## src/rtl/frame_buffer_feed.sv

```systemverilog
// Game-step segment generator: each tick draws the pipe and bird outlines as
// 8 line segments into a FIFO that feeds a line drawer. Optional: GRAVITY_EN.
module frame_buffer_feed #(
  parameter int unsigned PIPE_W = 20,
  parameter int unsigned PIPE_H = 200,
  parameter int unsigned BIRD_X = 100,
  parameter int unsigned BIRD_S = 8,
  parameter int unsigned SCR_W  = 640,
  parameter int unsigned SCR_H  = 480,
  parameter int unsigned DEPTH  = 16
) (
  input  logic        CLOCK_50,
  input  logic        reset,
  input  logic        tick,
  input  logic        flap,
  input  logic        line_ready,
  output logic [10:0] x0,
  output logic [10:0] y0,
  output logic [10:0] x1,
  output logic [10:0] y1,
  output logic        seg_valid,
  output logic        clear,
  output logic        fifo_empty,
  output logic        fifo_full
);

  localparam int unsigned CW        = 11;
  localparam int unsigned AW        = $clog2(DEPTH);
  localparam int unsigned NW        = AW + 1;
  localparam int unsigned FLAP_STEP = 8;

  typedef struct packed {
    logic [CW-1:0] x0;
    logic [CW-1:0] y0;
    logic [CW-1:0] x1;
    logic [CW-1:0] y1;
  } seg_t;

  typedef enum logic [1:0] {IDLE, CLEAR, EMIT, UPDATE} state_t;

  state_t        state, state_next;
  logic [2:0]    seg_idx;
  logic [CW-1:0] pipe_x, bird_y;
  logic          flap_q;
  logic          wr_en, pop, clear_next;
  logic [CW-1:0] xl, xr, yt, yb;
  seg_t          wr_seg;

  seg_t          mem [DEPTH];
  logic [AW-1:0] wr_ptr, rd_ptr;
  logic [NW-1:0] count, count_next;

  // State register
  always_ff @(posedge CLOCK_50) begin
    if (reset) state <= IDLE;
    else       state <= state_next;
  end

  // Next-state logic; EMIT only advances on an accepted write
  always_comb begin
    state_next = state;
    case (state)
      IDLE:    if (tick) state_next = CLEAR;
      CLEAR:   state_next = EMIT;
      EMIT:    if (wr_en && seg_idx == 3'd7) state_next = UPDATE;
      UPDATE:  state_next = IDLE;
      default: state_next = IDLE;
    endcase
  end

  // FSM outputs
  always_comb begin
    wr_en      = 1'b0;
    clear_next = 1'b0;
    if (state == EMIT && !fifo_full) wr_en = 1'b1;
    if (state_next == CLEAR)         clear_next = 1'b1;
  end

  always_ff @(posedge CLOCK_50) begin
    if (reset) clear <= 1'b0;
    else       clear <= clear_next;
  end

  // Segment index 0-3 walks the pipe rectangle, 4-7 the bird square, clockwise
  always_comb begin
    if (seg_idx[2]) begin
      xl = CW'(BIRD_X);
      xr = CW'(BIRD_X + BIRD_S - 1);
      yt = bird_y;
      yb = bird_y + CW'(BIRD_S - 1);
    end else begin
      xl = pipe_x;
      xr = pipe_x + CW'(PIPE_W - 1);
      yt = '0;
      yb = CW'(PIPE_H - 1);
    end
    wr_seg = {xl, yt, xr, yt};
    case (seg_idx[1:0])
      2'd1:    wr_seg = {xr, yt, xr, yb};
      2'd2:    wr_seg = {xr, yb, xl, yb};
      2'd3:    wr_seg = {xl, yb, xl, yt};
      default: wr_seg = {xl, yt, xr, yt};
    endcase
  end

  // Game state: flap latched at the accepted tick, applied in UPDATE
  always_ff @(posedge CLOCK_50) begin
    if (reset) begin
      seg_idx <= '0;
      flap_q  <= 1'b0;
      pipe_x  <= CW'(SCR_W - PIPE_W);
      bird_y  <= CW'((SCR_H - BIRD_S) / 2);
    end else begin
      if (state == IDLE && tick) flap_q <= flap;
      if (wr_en) seg_idx <= seg_idx + 3'd1;
      if (state == UPDATE) begin
        if (pipe_x == '0) pipe_x <= CW'(SCR_W - PIPE_W);
        else              pipe_x <= pipe_x - CW'(1);
        if (flap_q) begin
          if (bird_y < CW'(FLAP_STEP)) bird_y <= '0;
          else                         bird_y <= bird_y - CW'(FLAP_STEP);
        end
`ifdef GRAVITY_EN
        else if (bird_y >= CW'(SCR_H - BIRD_S)) bird_y <= CW'(SCR_H - BIRD_S);
        else                                    bird_y <= bird_y + CW'(1);
`endif
      end
    end
  end

  // Segment FIFO (DEPTH must be a power of two so the pointers wrap naturally)
  assign pop = !fifo_empty && line_ready && !seg_valid;

  always_comb begin
    count_next = count;
    case ({wr_en, pop})
      2'b10:   count_next = count + NW'(1);
      2'b01:   count_next = count - NW'(1);
      default: count_next = count;
    endcase
  end

  always_ff @(posedge CLOCK_50) begin
    if (!reset && wr_en) mem[wr_ptr] <= wr_seg;
  end

  always_ff @(posedge CLOCK_50) begin
    if (reset) begin
      wr_ptr     <= '0;
      rd_ptr     <= '0;
      count      <= '0;
      fifo_empty <= 1'b1;
      fifo_full  <= 1'b0;
    end else begin
      if (wr_en) wr_ptr <= wr_ptr + AW'(1);
      if (pop)   rd_ptr <= rd_ptr + AW'(1);
      count      <= count_next;
      fifo_empty <= (count_next == '0);
      fifo_full  <= (count_next == NW'(DEPTH));
    end
  end

  // Feeder output: endpoints hold until the next strobe
  always_ff @(posedge CLOCK_50) begin
    if (reset) begin
      x0        <= '0;
      y0        <= '0;
      x1        <= '0;
      y1        <= '0;
      seg_valid <= 1'b0;
    end else begin
      seg_valid <= pop;
      if (pop) {x0, y0, x1, y1} <= mem[rd_ptr];
    end
  end

endmodule

```

## config.mk

```make
export PLATFORM = sky130hd
export DESIGN_NAME = frame_buffer_feed
export DESIGN_NICKNAME = d
export VERILOG_FILES = /design/src/rtl/frame_buffer_feed.sv
export SDC_FILE = /design/constraint.sdc
export NUM_CORES = 1
export LEC_CHECK = 0
export BUFFER_PORTS_ARGS = -buffer_cell sky130_fd_sc_hd__buf_2
export CAP_MARGIN = 20
export CORE_ASPECT_RATIO = 0.9
export CORE_MARGIN = 2
export CORE_UTILIZATION = 45
export CTS_BUF_LIST = sky130_fd_sc_hd__clkbuf_16
export CTS_CLUSTER_SIZE = 14
export DETAILED_ROUTE_END_ITERATION = 12
export SYNTH_ARGS = -nofsm -noshare
export SYNTH_HDL_FRONTEND = slang
export SYNTH_SLANG_ARGS = --single-unit
```

## constraint.sdc

```tcl
create_clock -name CLOCK_50 -period 6.6 [get_ports CLOCK_50]
set_input_delay 1.65 -clock CLOCK_50 [delete_from_list [all_inputs] [get_ports CLOCK_50]]
set_output_delay 1.65 -clock CLOCK_50 [all_outputs]
set_load 0.02 [all_outputs]
```

==> results of run 1 <==
[worst reg2reg max path: stages, from the launching register on]
cell and delay (ns):
dfxtp_1 0.32, inv_1 0.11, ha_1 0.18, nor2b_1 0.70
inv_1 0.34, nor2_1 0.50, nand2_1 0.36, nor2_4 0.80
buf_4 0.50
[worst paths after layout]
| kind | end | cells past startpoint | start |
|---|---|---|---|
| worst min-delay path | x1[9] | 1 | x1[9] |
| worst max-delay path | mem[5][33] | 8 | state[0] |
| worst min register to register | x1[9] | 1 | x1[9] |
| worst max register to register | mem[5][33] | 8 | state[0] |
[area by class of cell]
type	instances	share of cell area, %
clock buffers	82	6.04
clock inverters	63	1.52
inverters	15	0.166
multi-input cells	682	22.3
flip-flops and latches	757	64.4
well taps	864	3.18
repair buffers	111	2.39
[power groups by stage]
stage	registers [uW]	clock network (uW)	logic (uW)
floorplan	5770	0	941
global route	5650	4670	1590
finish	5640	4370	1460
global placement	5740	0	1420
detailed placement	5750	0	1460
CTS	5650	4480	1460
[kinds of logic after synthesis]
| logic type | Yosys count | share of synthesized area, % |
|---|---|---|
| xor+xnor | 27 | 0.793 |
| buf+inv | 113 | 1.83 |
| fa+ha+maj | 23 | 0.965 |
| mux | 257 | 15.7 |
| flops | 757 | 73.4 |
| compound gates | 183 | 4.14 |
| simple gates | 192 | 3.21 |
[cell usage in the layout, fill, tap and decap left out, drive strengths merged, types with 34 or more instances in the layout]
master / synthesis / layout
o22ai: 53 / 53
mux2i: 88 / 88
nor2: 54 / 54
buf: 45 / 111
dfxtp: 85 / 85
inv: 14 / 34
clkbuf: 53 / 82
edfxtp: 672 / 672
mux4: 168 / 168
a21o: 46 / 46
nand2: 40 / 40
[state kept, by name, summed over array words and instances (netlist names)]
| register | flops |
|---|---|
| wr_ptr | 4 |
| flap_q | 1 |
| bird_y | 9 |
| pipe_x | 11 |
| y1 | 10 |
| mem | 672 |
| clear | 1 |
| x1 | 11 |
| rd_ptr | 4 |
| y0 | 10 |
| seg_idx | 3 |
| state | 2 |
| fifo_empty | 1 |
| x0 | 11 |
| count | 5 |
| fifo_full | 1 |
| seg_valid | 1 |
[through the flow]
stage / hold slack (ns) / setup WS [ns]
after floorplan: 0.450 / 1.11
after global placement: 0.427 / 2.28
after detailed placement: 0.434 / 2.25
after CTS: 0.447 / 2.43
after global routing: 0.463 / 2.22
final: 0.443 / 2.46
[layer usage]
| metal | GRT usage (%) | part of all wire, % |
|---|---|---|
| met5 | 0 | 0 |
| met4 | 5.33 | 2.2 |
| met3 | 4.10 | 6.3 |
| met2 | 29.6 | 46 |
| met1 | 29.4 | 46 |
==> metrics.md, run 1 <==
| Metric | Value |
|---|---|
| VDD IR max | 198 uV |
| Yosys top cell area share | 67.7% |
| Syn_area_per_cell | 19.2 sq um |
| Post-route antenna net violation count | 0 |
| Synth Warn # | 0 |
| Drt via density | 5.81 |
| Critical Path RT | 6.87 ns |
| Clk buf depth | 3 |
| Latest clock arrival within the worst-skew pair | 0.62 ns |
| Layout Cells excl Fill | 2,574 |
| Initial core utilization | 45.5% |
| CTS tree | built |
| Final instance area | 0.0340 sq mm |
| Maxcap violations | 0 |
| Worst-path fanout max | 23 |
| Worst clock skew | 0.0317 ns |
| Power per cell area | 338 mW/mm^2 |
| Syn nets | 1,580 |
| Clock sink count | 757 |
| Number of fillers in the final layout | 5,166 |
| Register area share after synthesis | 73.4% |
| Total grt overflow | 0 |
| Layout cells sized above 1 | 25.1% |
| Period utilization | 62.7% |
| R2r setup slk | 2.46 ns |
| Area of the multi-input gates | 0.00757 sq mm |
| RSZ-0062 raised after global routing | false |
| Vias in the first global route | 14,900 |
| Flop pwr share | 49.2% |
| Headroom to the max-slew limit | 28.2% |
| Logic pwr share | 12.8% |
| Post-synth top area cell | edfxtp_1 |
| CP max-delay cell | nor2_4 |
| Count leader, synth | edfxtp_1 |
| Ys flop type | edfxtp_1 |
| #FFs+latches synth | 757 |
| First-pass DRT Iterations | 5 |
| Max Transition Viols Final | 0 |
| Pint | 8670 uW |
| Outcome | complete, no violations |
| Layout area overhead | 13.9% |
| CP Cell Sequence | inv_1 -> ha_1 -> nor2b_1 -> inv_1 -> nor2_1 -> nand2_1 -> nor2_4 -> buf_4 |
| Post-route setup TNS | 0 ns |
| Fin. Hold Viols | 0 |
| Placed inst area | 0.0313 sq mm |
| DR DRC count | 0 |
| Post-Place Cells | 2,418 |
| Die area | 0.0683 sq mm |
| Clock-pin slew of the registers on the worst-case setup and hold paths | 0.06 ns |
| Crit path DAT | 4.41 ns |
| Synth async-reset ratio | 0% |
| Buffers & Inverters on Critical Path | 3 |
| Die width | 275 um |
| Vias | 15,000 |
| EDFF count, synth | 672 |
| Reg area | 0.0219 sq mm |
| Synthesized area | 0.0298 sq mm |
| Hold crit path type | flop to flop |
| Number of I/O pins | 53 |
| Top cells by area, synth | edfxtp_1, mux4_2, dfxtp_1 |
| Top cell by count, worst path | inv_1 |
| Sw Pwr | 2800 uW |
| Root Buffer Master | clkbuf_16 |
| H-tree depth | 3 |
| Tot Pwr | 11,500 uW |
| Count of cell types in the netlist | 56 |
| Die height | 248 um |
| Clock power share | 38.1% |
| Final core occ | 51.8% |
| Post-CTS sizing | 0 |
| RD Place Congestion | 0.787 |
| Setup crit start kind | flop |
| Hold-fix buffers at CTS | 0 |
| GRT Resource Usage Total | 19.7% |
| Post-route minimum period | 4.14 ns |
| Number of port buffers | 52 |
| F_max | 0.242 GHz |
| Nets | 1,674 |
| Total Wirelength | 65,900 um |
| CTS Buf Count | 79 |
| Pin count of the biggest net entering global routing | 88 |
| Detailed-route wire length per cell | 25.6 um |
| Post-synth top cells | edfxtp_1, mux4_2, mux2i_1 |
| Worst-Margin Slew | 1.08 ns |
| Post-CTS setup buffers | 0 |
| DR iter-0 viols | 1,212 |
| # diodes | 0 |
| FP Rows | 89 |
| Dpl hpwl | 37,200 um |
| CP top delay family | simple AND/OR/NAND/NOR gates |
| Switching Share | 24.4% |
| Leak | 0.0111 uW |
| CP endpoint kind | flop |
| Final setup violation count | 0 |
| CP Class | flop to flop |
| CORE AREA | 0.0656 sq mm |
| Global-route wire length before repair | 97,700 um |
| Syn Inst Count | 1,552 |
| Initial antenna violation count | 1 |
| Crit path largest cell delay | 0.80 ns |
(Power assumes the default switching activity.)
==> run 2, diff against run 1 <==
==> constraint.sdc (replaced) <==
create_clock -name CLOCK_50 -period 4.1 [get_ports CLOCK_50]
set_input_delay 1.025 -clock CLOCK_50 [delete_from_list [all_inputs] [get_ports CLOCK_50]]
set_output_delay 1.025 -clock CLOCK_50 [all_outputs]
set_load 0.02 [all_outputs]
==> run 2 against run 1 <==
Clock skew is 0.0041 ns lower. Register-to-register slack worse by 1.7 ns. Utilization hardly changed. Non-clock buffer count is 20 higher. Combinational power is 53% higher. Critical path type unchanged.
==> metrics.md, run 2 (same netlist as run 1, synthesis figures left out) <==
| Metric | Value |
|---|---|
| Post-route setup TNS | 0 ns |
| VDD IR max | 325 uV |
| Leak | 0.0111 uW |
| R2r setup slk | 0.75 ns |
| Logic pwr share | 12.4% |
| Layout area overhead | 14.0% |
| Number of port buffers | 52 |
| Switching Share | 24.3% |
| Hold-fix buffers at CTS | 0 |
| Commonest cells after routing, fill and taps aside | edfxtp_1, mux4_2, mux2i_1 |
| H-tree depth | 3 |
| CTS Buf Count | 77 |
| Hold crit path type | flop to flop |
| Total Wirelength | 66,200 um |
| Critical path depth | 8 |
| Worst-Margin Slew | 1.11 ns |
| CORE AREA | 0.0656 sq mm |
| Die height | 248 um |
| Drt via density | 5.76 |
| Max FFs per register | 672 |
| Dpl ws | 0.748 ns |
| RD Place Congestion | 0.801 |
| Clock-pin slew of the registers on the worst-case setup and hold paths | 0.06 ns |
| Maxcap violations | 0 |
| Die width | 275 um |
| Die area | 0.0683 sq mm |
| Flop pwr share | 50.7% |
| Setup crit start kind | flop |
| Root Buffer Master | clkbuf_16 |
| DR DRC count | 0 |
| FP Rows | 89 |
| Clk buf depth | 3 |
| WL met3 | 3660 um |
| Number of fillers in the final layout | 5,206 |
| Initial core utilization | 45.5% |
| CTS tree | built |
| Pin count of the biggest net entering global routing | 51 |
| DR WL met2 | 31,000 um |
| Pint | 13,600 uW |
| Met1 WL | 30,200 um |
| Buffers & Inverters on Critical Path | 3 |
| Most common cell after layout, fill and taps aside | edfxtp_1 |
| DR iter-0 viols | 1,343 |
| Detailed-route wire length per cell | 25.5 um |
| Sw Pwr | 4360 uW |
| Post-route antenna net violation count | 0 |
| Final setup violation count | 0 |
| Max Transition Viols Final | 0 |
| Total grt overflow | 0 |
| F_max | 0.298 GHz |
| Highest routed layer | met4 |
| Clock power share | 36.9% |
| Power per cell area | 529 mW/mm^2 |
| CP endpoint kind | flop |
| Area of the multi-input gates | 0.00755 sq mm |
| Most flops, register | mem |
| # diodes | 0 |
| Crit path DAT | 3.65 ns |
| Initial antenna violation count | 0 |
| Reg area | 0.0219 sq mm |
| Vias | 14,900 |
| Outcome | complete, no violations |
| Hold path cells | 1 |
| Fin worst setup slack | 0.747 ns |
| Post-CTS sizing | 0 |
| GRT Resource Usage Total | 19.9% |
| Period utilization | 81.8% |
| Vias in the first global route | 15,200 |
| CP top delay family | simple AND/OR/NAND/NOR gates |
| Crit path largest cell delay | 0.57 ns |
| CP Class | flop to flop |
| RSZ-0062 raised after global routing | false |
| CP Cell Sequence | inv_1 -> ha_1 -> nor2b_1 -> inv_1 -> nor2_1 -> nand2_1 -> nor2_4 -> buf_4 |
| Layout cells sized above 1 | 25.0% |
| Worst-path fanout max | 12 |
| Critical Path RT | 4.40 ns |
| Clock sink count | 757 |
| Number of I/O pins | 53 |
| Fin. Hold Viols | 0 |
| Worst clock skew | 0.0277 ns |
| Post-route minimum period | 3.35 ns |
| Post-CTS setup buffers | 0 |
| Dpl hpwl | 36,600 um |
| First-pass DRT Iterations | 5 |
| Final core occ | 51.8% |
| R2R cell count | 8 |
| Latest clock arrival within the worst-skew pair | 0.63 ns |
| CP max-delay cell | nor2_4 |
| Nets | 1,692 |
| Global-route wire length before repair | 98,800 um |
| Top cell by count, worst path | inv_1 |
| Headroom to the max-slew limit | 25.7% |
## run 2: cell types whose count changed in the layout (fill, tap and decap cells not counted), sizes merged
cell,delta
clkinv,+1
bufinv,-4
clkinvlp,-3
clkbuf,-2
buf,+20
inv,+7
## run 2: worst paths after layout
kind	startpoint	to
max	state[0]	mem[14][15]
min	y1[3]	y1[3]
max reg2reg	state[0]	mem[14][15]
min reg2reg	y1[3]	y1[3]
## run 2: per-stage QoR
| step | instance area (sq um) | cells | hold slack [ns] | power (uW) |
|---|---|---|---|---|
| 6_report | 34000 | 2593 | 0.442 | 18000 |
| 5_1_grt | 34000 | 2593 | 0.461 | 18700 |
| 4_1_cts | 34000 | 2590 | 0.448 | 18200 |
| 3_5_place_dp | 31600 | 2446 | 0.434 | 11500 |
| 3_3_place_gp | 31600 | 2445 | 0.427 | 11500 |
| 2_1_floorplan | 29800 | 1552 | 0.450 | 10800 |
## run 2: final cells by class
cell class	count	share of cell area, %
Clock buffer	80	5.89
Clock inverter	64	1.16
Inverter	15	0.166
Multi-Input combinational cell	682	22.2
Sequential cell	757	64.4
Tap cell	864	3.18
Timing Repair Buffer	131	3.00
## run 2: power groups by stage
stage | Combinational (uW) | Sequential (uW) | Clock, uW
CTS | 2240 | 9130 | 6790
global route | 2440 | 9150 | 7070
global placement | 2190 | 9280 | 0
finish | 2230 | 9120 | 6640
detailed placement | 2240 | 9290 | 0
floorplan | 1520 | 9280 | 0
## run 2: layer usage
layer  track usage (%)  up-vias
met4              5.50        0
met1              29.6     7842
met3              2.92      101
li1                  -     6542
met5                 0        -
met2              30.9      441
